`config.mk`:
```
export PLATFORM = sky130hd
export DESIGN_NAME = bcd_field_editor
export DESIGN_NICKNAME = d
export VERILOG_FILES = /design/src/rtl/bcd_field_pkg.sv /design/src/rtl/bcd_tick_gen.sv /design/src/rtl/bcd_field_editor.sv
export SDC_FILE = /design/constraint.sdc
export NUM_CORES = 1
export LEC_CHECK = 0
export ABC_AREA = 1
export BUFFER_PORTS_ARGS = -buffer_cell sky130_fd_sc_hd__buf_4
export CORE_ASPECT_RATIO = 0.6
export CORE_MARGIN = 3
export CORE_UTILIZATION = 30
export DETAILED_ROUTE_END_ITERATION = 10
export GPL_TIMING_DRIVEN = 0
export HOLD_SLACK_MARGIN = 0.06
export PLACE_DENSITY = 0.43
export SETUP_SLACK_MARGIN = 0.02
export SYNTH_ARGS = -nofsm -noshare
export SYNTH_HDL_FRONTEND = slang
export SYNTH_SLANG_ARGS = --single-unit
```
`constraint.sdc`:
```
create_clock -name clk_i -period 1.9 [get_ports clk_i]
set_input_delay 0.38 -clock clk_i [delete_from_list [all_inputs] [get_ports clk_i]]
set_output_delay 0.38 -clock clk_i [all_outputs]
set_load 0.005 [all_outputs]
```
`src/rtl/bcd_field_pkg.sv`:
```
// Shared definitions for the BCD field editor.
// - Field code constants (0 = idle, 10..15 are folded to idle by fld_norm).
// - Editor FSM state type.
// - Min/max BCD table per field (two digits; wider values carry zero upper digits).
// - Two-digit BCD increment/decrement helpers.
package bcd_field_pkg;

   localparam logic [3:0] FLD_IDLE  = 4'd0;
   localparam logic [3:0] FLD_SEC   = 4'd1;
   localparam logic [3:0] FLD_MIN   = 4'd2;
   localparam logic [3:0] FLD_HOUR  = 4'd3;
   localparam logic [3:0] FLD_DAY   = 4'd4;
   localparam logic [3:0] FLD_MONTH = 4'd5;
   localparam logic [3:0] FLD_YEAR  = 4'd6;
   localparam logic [3:0] FLD_AHOUR = 4'd7;
   localparam logic [3:0] FLD_AMIN  = 4'd8;
   localparam logic [3:0] FLD_ASEC  = 4'd9;

   typedef enum logic [1:0] {ST_IDLE, ST_FIRST, ST_HOLD, ST_REPEAT} edit_st_e;

   function automatic logic [3:0] fld_norm(input logic [3:0] f);
      return (f > FLD_ASEC) ? FLD_IDLE : f;
   endfunction

   function automatic logic [7:0] fld_min(input logic [3:0] f);
      case (f)
         FLD_DAY, FLD_MONTH: return 8'h01;
         default:            return 8'h00;
      endcase
   endfunction

   function automatic logic [7:0] fld_max(input logic [3:0] f);
      case (f)
         FLD_SEC, FLD_MIN, FLD_AMIN, FLD_ASEC: return 8'h59;
         FLD_HOUR, FLD_AHOUR:                 return 8'h23;
         FLD_DAY:                             return 8'h31;
         FLD_MONTH:                           return 8'h12;
         FLD_YEAR:                            return 8'h99;
         default:                             return 8'h00;
      endcase
   endfunction

   // Callers never pass 99 to bcd_inc or 00 to bcd_dec: the range check
   // against the field max/min comes first.
   function automatic logic [7:0] bcd_inc(input logic [7:0] v);
      if (v[3:0] == 4'd9) return {v[7:4] + 4'd1, 4'd0};
      else                return {v[7:4], v[3:0] + 4'd1};
   endfunction

   function automatic logic [7:0] bcd_dec(input logic [7:0] v);
      if (v[3:0] == 4'd0) return {v[7:4] - 4'd1, 4'd9};
      else                return {v[7:4], v[3:0] - 4'd1};
   endfunction

endpackage

```
`src/rtl/bcd_tick_gen.sv`:
```
// Free-running edit-tick prescaler.
// Ports: clk_i, rst_ni (async active low), tick_o (one-cycle pulse every
// TICK_DIV cycles, first pulse TICK_DIV-1 cycles after reset release).
module bcd_tick_gen #(
   parameter int TICK_DIV = 10000000
) (
   input  logic clk_i,
   input  logic rst_ni,
   output logic tick_o
);
   localparam int CW = (TICK_DIV > 1) ? $clog2(TICK_DIV) : 1;

   logic [CW-1:0] cnt_q;

   assign tick_o = (cnt_q == CW'(TICK_DIV - 1));

   always_ff @(posedge clk_i or negedge rst_ni) begin
      if (!rst_ni)     cnt_q <= '0;
      else if (tick_o) cnt_q <= '0;
      else             cnt_q <= cnt_q + 1'b1;
   end
endmodule

```
`src/rtl/bcd_field_editor.sv`:
```
// BCD field editor: holds a BCD value for the selected field and edits it
// with inc/dec keys (single step, then auto-repeat on the edit tick after
// REPEAT_DLY held ticks) or a direct load.
// Ports: clk_i, rst_ni (async active low), field_i (0/10..15 = idle),
//   inc_i/dec_i (debounced levels), load_i/load_val_i (load request),
//   value_o (registered BCD), step_o (step applied), at_min_o/at_max_o,
//   err_o (load rejected).
// Build option: define BCD_FIELD_WRAP_EN to wrap max<->min instead of
// saturating at the field limits.
module bcd_field_editor
   import bcd_field_pkg::*;
#(
   parameter int DIGITS     = 2,
   parameter int TICK_DIV   = 10000000,
   parameter int REPEAT_DLY = 4
) (
   input  logic                clk_i,
   input  logic                rst_ni,
   input  logic [3:0]          field_i,
   input  logic                inc_i,
   input  logic                dec_i,
   input  logic                load_i,
   input  logic [4*DIGITS-1:0] load_val_i,
   output logic [4*DIGITS-1:0] value_o,
   output logic                step_o,
   output logic                at_min_o,
   output logic                at_max_o,
   output logic                err_o
);
   localparam int VW = 4 * DIGITS;
   localparam int HW = (REPEAT_DLY > 1) ? $clog2(REPEAT_DLY) : 1;

   edit_st_e      st_q, st_n;
   logic [HW-1:0] hcnt_q, hcnt_n;
   logic          armed_q, armed_n;
   logic [3:0]    fld, fld_q;
   logic [VW-1:0] val_q, val_n, fmin, fmax, qmin, qmax;
   logic          step_q, step_n, err_q, err_n;
   logic          tick, one_key, hold_done, step_req, digits_ok, load_ok;

   bcd_tick_gen #(.TICK_DIV(TICK_DIV)) u_tick (
      .clk_i  (clk_i),
      .rst_ni (rst_ni),
      .tick_o (tick)
   );

   assign fld       = fld_norm(field_i);
   assign one_key   = inc_i ^ dec_i;   // both keys together count as none
   assign hold_done = tick && (hcnt_q == HW'(REPEAT_DLY - 1));

   always_comb begin
      fmin = '0; fmax = '0; qmin = '0; qmax = '0;
      fmin[7:0] = fld_min(fld);
      fmax[7:0] = fld_max(fld);
      qmin[7:0] = fld_min(fld_q);
      qmax[7:0] = fld_max(fld_q);
   end

   // Loads are ranged numerically on the raw BCD code; valid BCD keeps order.
   always_comb begin
      digits_ok = 1'b1;
      for (int i = 0; i < DIGITS; i++)
         if (load_val_i[4*i +: 4] > 4'd9) digits_ok = 1'b0;
   end
   assign load_ok = digits_ok && (load_val_i >= fmin) && (load_val_i <= fmax);

   always_ff @(posedge clk_i or negedge rst_ni) begin
      if (!rst_ni) begin
         st_q    <= ST_IDLE;
         hcnt_q  <= '0;
         armed_q <= 1'b0;
         fld_q   <= FLD_IDLE;
         val_q   <= '0;
         step_q  <= 1'b0;
         err_q   <= 1'b0;
      end else begin
         st_q    <= st_n;
         hcnt_q  <= hcnt_n;
         armed_q <= armed_n;
         fld_q   <= fld;
         val_q   <= val_n;
         step_q  <= step_n;
         err_q   <= err_n;
      end
   end

   // A press only starts an edit from IDLE once the keys have been seen
   // released (armed); a key still held across reset, a field change or a
   // load therefore never steps on its own.
   always_comb begin
      st_n     = st_q;
      hcnt_n   = hcnt_q;
      armed_n  = armed_q;
      step_req = 1'b0;
      if (!one_key) armed_n = 1'b1;
      if (fld == FLD_IDLE || load_i || fld != fld_q || !one_key) begin
         st_n   = ST_IDLE;
         hcnt_n = '0;
      end else begin
         case (st_q)
            ST_IDLE: if (armed_q) begin
               st_n    = ST_FIRST;
               armed_n = 1'b0;
            end
            ST_FIRST: begin
               step_req = 1'b1;
               st_n     = ST_HOLD;
               hcnt_n   = '0;
            end
            // The REPEAT_DLY-th held tick gives the first repeat step.
            ST_HOLD: if (hold_done) begin
               step_req = 1'b1;
               st_n     = ST_REPEAT;
            end else if (tick) begin
               hcnt_n = hcnt_q + 1'b1;
            end
            ST_REPEAT: step_req = tick;
            default:   st_n = ST_IDLE;
         endcase
      end
   end

   always_comb begin
      val_n  = val_q;
      step_n = 1'b0;
      err_n  = 1'b0;
      if (fld == FLD_IDLE) begin
         val_n = '0;
      end else if (load_i) begin
         if (load_ok) val_n = load_val_i;
         else begin
            val_n = fmin;
            err_n = 1'b1;
         end
      end else if (fld != fld_q) begin
         val_n = fmin;
      end else if (step_req) begin
         if (inc_i) begin
            if (val_q != fmax) begin
               val_n      = '0;
               val_n[7:0] = bcd_inc(val_q[7:0]);
               step_n     = 1'b1;
            end
`ifdef BCD_FIELD_WRAP_EN
            else begin
               val_n  = fmin;
               step_n = 1'b1;
            end
`endif
         end else begin
            if (val_q != fmin) begin
               val_n      = '0;
               val_n[7:0] = bcd_dec(val_q[7:0]);
               step_n     = 1'b1;
            end
`ifdef BCD_FIELD_WRAP_EN
            else begin
               val_n  = fmax;
               step_n = 1'b1;
            end
`endif
         end
      end
   end

   assign value_o  = val_q;
   assign step_o   = step_q;
   assign err_o    = err_q;
   assign at_min_o = (fld_q != FLD_IDLE) && (val_q == qmin);
   assign at_max_o = (fld_q != FLD_IDLE) && (val_q == qmax);

endmodule

```
# [Word level (Yosys, flattened, before mapping)]
# Memories as Yosys holds them, arrays and structs flattened.
# Cells that the tools add are included.
[op_classes] reduce_logical=24 mux=41 n_bitwise=1 n_eq_ne=21 n_lt_le_gt_ge=5 addsub=6
[op_table] cell="8-bit two-way mux" n=10
[op_table] cell="24-bit by 1-bit adder with 24-bit output, second input constant" n=1
[op_table] cell="24-bit equality test, second input constant" n=1
[op_table] cell="24-bit two-way mux" n=1
[op_table] cell="1-bit two-way mux" n=20
[op_table] cell="4-bit by 3-bit equality test with 1-bit output, second input constant" n=4
[op_table] cell="8-bit equality test" n=2
[op_table] cell="8-bit != test" n=2
[op_table] cell="4-bit greater-than comparator, second input constant" n=3
[op_table] cell="2-bit two-way mux" n=6
[op_table] cell="3-bit != test, second input constant" n=4
[op_table] cell="4-bit nonzero test" n=3
[op_table] cell="5-bit by 1-bit != test with 1-bit output, second input constant" n=2
[op_table] cell="5-bit nonzero test" n=2
[op_table] cell="3-bit AND reduction" n=3
[op_table] cell="4-bit by 1-bit adder with 4-bit output, second input constant" n=2
[op_table] cell="8-bit greater-or-equal comparator" n=1
[op_table] cell="8-bit less-or-equal comparator" n=1
[op_table] cell="4-bit zero test" n=2
[op_table] cell="4-bit by 1-bit subtractor with 4-bit output, second input constant" n=2
[op_table] cell="2-bit equality test, second input constant" n=3
[op_table] cell="2-bit case mux with 3 select lines" n=1
[op_table] cell="1-bit logical AND" n=5
[op_table] cell="5-bit AND reduction" n=1
[op_table] cell="13 further kinds" n=16
[totals] reg_bits=43 mem_count=2 in_bits=17 mem_bits_ro=224 output_inout_bits=12
[memory_table] memory="(name not given)" words=16 word_bits=7 rd=1 rd_clocked_by_memory_dff=0 write_ports=0 line="bcd_field_pkg.sv:33" rtl="case (f)"
[memory_table] memory="(name not given)" words=16 word_bits=7 rd=1 rd_clocked_by_memory_dff=0 write_ports=0 line="bcd_field_pkg.sv:33"

# [Longest topological paths before layout]
# Gate-level depths: netlist of run 1.
[logic_depth] depth_word=12 mapped_depth=21

# [Modules after synthesis]
# From an unflattened synthesis of run 1, not the netlist that was laid out.
[unflattened] hier_cells=575 hier_area_um2=3898.7
[modules_own_cells] module="bcd_field_editor" instances=1 area_per_inst_um2=2412.3 seq_area_each_um2=475.5 cells_per_inst=365
[modules_own_cells] module="bcd_tick_gen" instances=1 area_per_inst_um2=1486.4 seq_area_each_um2=600.6 cells_per_inst=210

# [Worst setup path after synthesis of run 1]
# OpenSTA, ideal clock, no wires.
[synth_timing] path_kind="in2reg" from="input field_i[2]" to="register val_q[3], in the netlist value_o[3]" stages=21 slack_ps=-440 t_arrival_ps=2223 required_ps=1783 cell_sequence="o21ai_1 nand2_2 inv_1 ha_1 inv_1 nand2_1 nand3_1 ha_1 inv_1 o21ai_0 nand2_1 nand2_1 nand2_1 nand2_1 nand2_1 nand2_1 nand2_1 nand2_1 nor2_1 nand2_1 nand2_1"
[synth_via] elab_chain_cells=11 word_cells_on_any_way=27 cone_classes="3 x order compare; 6 x eq/ne; 7 x mux; 10 x reduce/logical; 1 x memory"
[synth_lines] item="start, declared" line="bcd_field_editor.sv:19" rtl="input logic [3:0] field_i,"
[synth_lines] item="4-bit greater-than comparator (*)" line="bcd_field_pkg.sv:22" rtl="return (f > FLD_ASEC) ? FLD_IDLE : f;"
[synth_lines] item="4-bit two-way mux (*)" line="bcd_field_pkg.sv:22"
[synth_lines] item="named net fld[0]" line="bcd_field_editor.sv:36" rtl="logic [3:0] fld, fld_q;"
[synth_lines] item="4-bit by 3-bit equality test with 1-bit output" line="bcd_field_pkg.sv:26" rtl="case (f)"
[synth_lines] item="2-bit OR reduction" line="bcd_field_pkg.sv:26"
[synth_lines] item="1-bit two-way mux" line="bcd_field_pkg.sv:26"
[synth_lines] item="8-bit greater-or-equal comparator" line="bcd_field_editor.sv:65" rtl="assign load_ok = digits_ok && (load_val_i >= fmin) && (load_val_i <= fmax);"
[synth_lines] item="1-bit logical AND (2 in series)" line="bcd_field_editor.sv:65"
[synth_lines] item="8-bit two-way mux" line="bcd_field_editor.sv:130" rtl="if (load_ok) val_n = load_val_i;"
[synth_lines] item="8-bit two-way mux" line="bcd_field_editor.sv:129" rtl="end else if (load_i) begin"
[synth_lines] item="8-bit two-way mux" line="bcd_field_editor.sv:127" rtl="if (fld == FLD_IDLE) begin"
[synth_lines] item="end signal, assigned" line="bcd_field_editor.sv:81" rtl="val_q <= val_n;"
[synth_lines] item="end, declared" line="bcd_field_editor.sv:37" rtl="logic [VW-1:0] val_q, val_n, fmin, fmax, qmin, qmax;"
# The timed path passes the listed nets; every way through them passes the cells marked *.
# A chain may end at the register's enable or synchronous reset.

# [Final worst setup path of run 1]
[layout_timing] from="register fld_q[0]" to="output at_max_o"
[layout_via] elab_chain_cells=3 word_cells_on_any_way=4 cone_classes="1 x eq/ne; 2 x reduce/logical; 1 x memory"
[layout_lines] item="start, declared" line="bcd_field_editor.sv:36"
[layout_lines] item="start signal, assigned" line="bcd_field_editor.sv:80" rtl="fld_q <= fld;"
[layout_lines] item="memory 16 x 7 bit"
[layout_lines] item="8-bit equality test" line="bcd_field_editor.sv:170" rtl="assign at_max_o = (fld_q != FLD_IDLE) && (val_q == qmax);"
[layout_lines] item="1-bit logical AND (*)" line="bcd_field_editor.sv:170"
[layout_lines] item="end, declared" line="bcd_field_editor.sv:27" rtl="output logic at_max_o,"
# Mark *: on every way between the ends. The rest lies on a longest branch, timed or not.

==> results of run 1 <==
## power by group
part           leakage [nW]  internal (mW)  switching [mW]
clock                0.0669          0.487           0.397
combinational          1.91          0.317           0.473
sequential            0.557          0.938          0.0551
## synth_stat cells, drive strengths merged
cell type	n
inv	84
nor4	2
clkbuf	5
o21ai	23
o221a	1
a21boi	1
xor2	18
ha	32
or4	1
nor2	69
nand2	158
o211ai	1
o311ai	1
xnor2	3
buf	3
or2	1
nand3	57
and3b	1
a21oi	17
nor3	13
o21a	2
a31oi	1
dfrtp	43
nand4	12
and2	2
o211a	1
nor3b	2
a21o	1
a221oi	1
o22ai	3
## flip-flops by register name (all words and copies together) (netlist names)
name          flops
fld_q             4
err_o             1
st_q              2
value_o           8
u_tick.cnt_q     24
armed_q           1
hcnt_q            2
step_o            1
## critical path, cell delays in order, from the launching register on
cell      delay, ps
dfrtp_2         430
inv_4            80
ha_4            190
o211ai_1        170
buf_4           170
xor2_2          140
nand2_1          70
nor3_2          220
buf_4           150
## final timing paths
| check | end | startpoint | slack, ps |
|---|---|---|---|
| max in group asynchronous | fld_q[0]$_DFF_PN0_ | rst_ni | 1380 |
| min | step_o$_DFF_PN0_ | rst_ni | 70 |
| min in group clk_i | fld_q[2]$_DFF_PN0_ | field_i[3] | 350 |
| max | at_max_o | fld_q[0]$_DFF_PN0_ | -400 |
| min reg2reg | hcnt_q[0]$_DFFE_PN0P_ | hcnt_q[0]$_DFFE_PN0P_ | 500 |
| max reg2reg | value_o[2]$_DFFE_PN0P_ | fld_q[0]$_DFF_PN0_ | -90 |
## placed cells by master, fill, tap and decap left out, drive strengths merged, types with 2 or more instances in the layout
cell	count
o22ai	3
nor2	69
ha	32
nor3	13
nand4	12
nor4	2
o21ai	23
buf	61
nand2	158
xor2	18
clkbuf	7
a21oi	17
nand3	57
inv	84
xnor2	3
o21a	2
and2	2
dfrtp	43
nor3b	2
## layout make-up
type	count	area, um2	area share, %
sequential	43	1090	21.3
multi-input combinational	424	2850	55.8
clock buffer	6	129	2.52
tap	160	200	3.91
inverter	84	340	6.66
clock inverter	2	12.5	0.245
buffer	4	23.8	0.465
timing repair buffer	58	467	9.13
## metrics by stage
step | cells | util, % | cell area (um2)
final | 781 | 43.8 | 5110
after global routing | 781 | 43.8 | 5110
after CTS | 769 | 41.4 | 4830
after detailed placement | 745 | 35.9 | 4190
after global placement | 745 | 35.9 | 4190
after floorplan | 559 | - | 3800
## cell families after synthesis
logic type,count (synthesis),synth area share (%)
compound gates,53,8.12
xor+xnor,21,4.95
fa+ha+maj,32,10.8
buf+inv,92,9.53
flops,43,29.0
simple gates,318,37.7
## per-layer routing
metal	part of all wire (%)	vias up	routed length, um	track usage (%)
li1	-	1908	-	-
met1	55	1761	6590	30.4
met2	36	112	4350	21.7
met3	8.4	11	1010	2.96
met4	1.1	0	127	3.81
met5	0	-	0	0
## what timing repair did
item | in CTS | in global routing
gates resized for setup | 99 | 53
setup endpoints to repair | 30 | 25
pin swaps | 42 | 29
setup buffers | 21 | 13
==> impl_metrics.yaml, run 1 <==
timing:
  worstMarginPinSlew_ps: 578
  slew_headroom_pct: 61.5
  slew_violations: 0
  hold_viol: 0
  period_needed_ps: 2300
  worst_slack_ps: -397
  clock_skew_ps: 12.3
  post-route-period-util_pct: 121
  rsz0062_at_grt: "yes"
  fmax_mhz: 435
  report.final.setup_viol: 12
  timing.hold.ws_ps: 72.5
  fin_setup_tns_ps: -3340
floorplan:
  die_w_um: 150
  pin_count: 29
  dieArea_um2: 13800
  start_util_pct: 31.8
  row_count: 30
  die_h_um: 92.2
  core_um2: 11700
flow_run:
  maxCapViolCount: 0
grt:
  grt_max_degree: 44
  antenna_found_initial: 0
  grt_overflow: 0
  grt_pass1_wl_um: 18900
  grt_usage_pct: 17.7
  grt_pass1_vias: 3465
yosys:
  syn_nets: 608
  seq_area_frac_synth_pct: 29.0
  synth.distinct_cells: 38
  synth_area_per_cell_um2: 6.65
  synth_warnings: 0
  yosys-top-cells-area: "dfrtp_1 (29%), nand2_1 (15%), ha_1 (11%)"
  syn_inst: 559
  synth_top_area_cell: "dfrtp_1"
  synth_area_um2: 3710
  synth-seq-cells: 43
  netlist.area_leader.share_pct: 29.0
outcome:
  violations: "setup timing"
  status: "finished, violations left"
clock_tree:
  cts_max_level: 2
  cts_tree: "built"
  postCtsHoldBufs: 0
  cts_buffers: 5
  cts.clk_slew.worst_paths_ps: 70
  cts_sinks: 43
  insertion_delay_ps: 300
  clock_path_buffers: 2
  root_buffer: "clkbuf_16"
layout:
  fin_nets: 669
  antenna_cells: 0
  synthToLayoutAreaGrowth_pct: 37.7
  drive_above_1_share_pct: 31.6
  fillers: 1187
placement:
  portBuffers: 26
  place_ws_ps: -894
  dp_hpwl_um: 9060
  place_congestion: 0.903
worst_setup_path:
  path_class: "register to output pin"
  start_kind: "register"
  cp.required_ps: 1520
  cp-end-kind: "output pin"
  cp_max_fo: 4
  reg2reg_depth: 11
  critPathArrivalTime_ps: 1920
drt:
  drc: 0
  wl_per_cell_um: 15.5
  antenna_left: 0
  drt-total-wl_um: 12100
  via_per_inst: 4.86
  dr.pass1.iters: 5
  drt-initial-drc-count: 324
  via_count: 3792
hold_path:
  hold_path_class: "input port to asynchronous set/reset pin"
pwr:
  powerDensity_nw_per_um2: 521
  ir_drop_mv: 0.326
  cellLeakagePower_nw: 2.53
  total_power_mw: 2.67
Note: power is estimated with default switching activity, not from simulation.
==> run 2, diff against run 1 <==
- CORE_UTILIZATION: 30 -> 55
- PLACE_DENSITY: 0.43 -> 0.74
- clock period: 1.9 -> 1.86 ns (I/O delays scaled with it)
==> impl_metrics.yaml, run 2 (synthesis gave the netlist of run 1 again) <==
timing:
  post-route-period-util_pct: 125
  period_needed_ps: 2320
  worst_slack_ps: -456
  fmax_mhz: 432
  slew_violations: 0
  report.final.setup_viol: 16
  fin_setup_tns_ps: -4660
  timing.hold.ws_ps: 72.3
  clock_skew_ps: 8.99
  slew_headroom_pct: 62.9
  hold_viol: 0
  worstMarginPinSlew_ps: 556
  rsz0062_at_grt: "yes"
floorplan:
  row_count: 22
  pin_count: 29
  dieArea_um2: 7810
  start_util_pct: 58.7
  die_w_um: 112
  core_um2: 6330
  die_h_um: 69.7
placement:
  place_congestion: 0.948
  place_ws_ps: -855
  portBuffers: 26
  dp_hpwl_um: 7960
worst_setup_path:
  cp-end-kind: "register"
  cp.required_ps: 2080
  cp_max_fo: 6
  reg2reg_depth: 12
  crit_start: "field_i[3]"
  rr_endpoint: "value_o[7]$_DFFE_PN0P_"
  critPathArrivalTime_ps: 2540
  reg2reg_slack_ps: -110
  endpoint: "err_o$_DFF_PN0_"
  start_kind: "input port"
  path_class: "input port to register"
  reg2reg_from: "value_o[7]$_DFFE_PN0P_"
drt:
  via_count: 4129
  via_per_inst: 5.76
  wl_per_cell_um: 17.0
  drt-initial-drc-count: 417
  drc: 0
  drt-total-wl_um: 12200
  dr.pass1.iters: 7
  antenna_left: 0
clock_tree:
  cts.clk_slew.worst_paths_ps: 70
  clock_path_buffers: 2
  cts_max_level: 2
  insertion_delay_ps: 300
  cts_tree: "built"
  root_buffer: "clkbuf_16"
  cts_buffers: 5
  cts_sinks: 43
  postCtsHoldBufs: 0
grt:
  antenna_found_initial: 0
  grt_overflow: 0
  grt_pass1_wl_um: 17800
  grt_pass1_vias: 3583
  grt_max_degree: 44
  grt_usage_pct: 28.3
pwr:
  cellLeakagePower_nw: 2.64
  total_power_mw: 2.71
  ir_drop_mv: 0.586
  powerDensity_nw_per_um2: 532
layout:
  antenna_cells: 0
  mostFrequentLayoutCells: "nand2_1 (129), inv_1 (63), buf_4 (62)"
  regMostFlops: "u_tick.cnt_q"
  drive_above_1_share_pct: 31.8
  layout_commonest_cell: "nand2_1"
  largest_reg_flops: 24
  fin_nets: 681
  synthToLayoutAreaGrowth_pct: 36.9
outcome:
  status: "finished, violations left"
  violations: "setup timing"
flow_run:
  maxCapViolCount: 0
hold_path:
  hold_path_class: "input port to asynchronous set/reset pin"
## run 2: changes by cell type in the layout (fill, tap and decap cells not counted), moves of 4 or more
cell,delta
buf_4,+8
dfrtp_1,+7
dfrtp_2,-7
inv_2,+4
inv_4,-4
nand3_1,-4
nand3_2,+5
## run 2: how the worst min path moves through the flow
stage            from                    endpoint  slack [ps]  cells after the start
6_report       rst_ni         st_q[0]$_DFFE_PN0P_          70                      1
5_1_grt        rst_ni           armed_q$_DFF_PN0_         120                      1
4_1_cts        rst_ni   u_tick.cnt_q[9]$_DFF_PN0_          90                      1
3_5_place_dp   rst_ni   u_tick.cnt_q[7]$_DFF_PN0_         400                      1
3_3_place_gp   rst_ni  u_tick.cnt_q[11]$_DFF_PN0_         390                      1
2_1_floorplan  rst_ni           armed_q$_DFF_PN0_          80                      0
## run 2: area by class of cell
type,count,area [um2]
multi-input combinational,424,2830
fill,417,1250
sequential,43,1080
timing repair buffer,69,561
inverter,84,335
clock buffer,6,129
tap,84,105
buffer,5,31.3
clock inverter,2,12.5
## run 2: power by group
part           total (mW)  switching [mW]  internal [mW]  leakage (nW)
Sequential           1.01          0.0502          0.957         0.568
Clock               0.890           0.393          0.497        0.0669
Combinational       0.810           0.481          0.329          2.00
## run 2: repair_timing
item / 4_1_cts / 5_1_grt
pin swaps: 28 / 44
setup endpoints to repair: 28 / 25
buffers inserted: 21 / 23
gates resized for setup: 70 / 71
gates cloned: 0 / 0
## run 2: layer usage
| layer | part of all wire (%) | global-route usage [%] | vias to the layer above |
|---|---|---|---|
| met3 | 11 | 6.36 | 28 |
| met1 | 45 | 44.7 | 1920 |
| met2 | 42 | 38.9 | 243 |
| li1 | - | - | 1938 |
| met4 | 1.4 | 5.47 | 0 |
| met5 | 0 | 0 | - |
## run 2: through the flow
stage               instances  instance area, um2  util, %
global placement          669                4100     64.8
floorplan                 559                3800        -
global route              717                5080     80.3
detailed placement        669                4100     64.8
CTS                       695                4640     73.2
finish                    717                5080     80.3
## run 2: critical path, stage by stage
cell	delay [ps]
buf_4	130
inv_4	70
nand2_4	130
inv_6	60
ha_1	180
nor2_1	280
nor2_4	90
ha_4	290
nand2_4	50
nor2_4	110
nand2_1	60
nand2_1	80
nand2_2	100
nand2_2	110
nand2_4	60
buf_4	150
buf_6	110
nor2_2	100
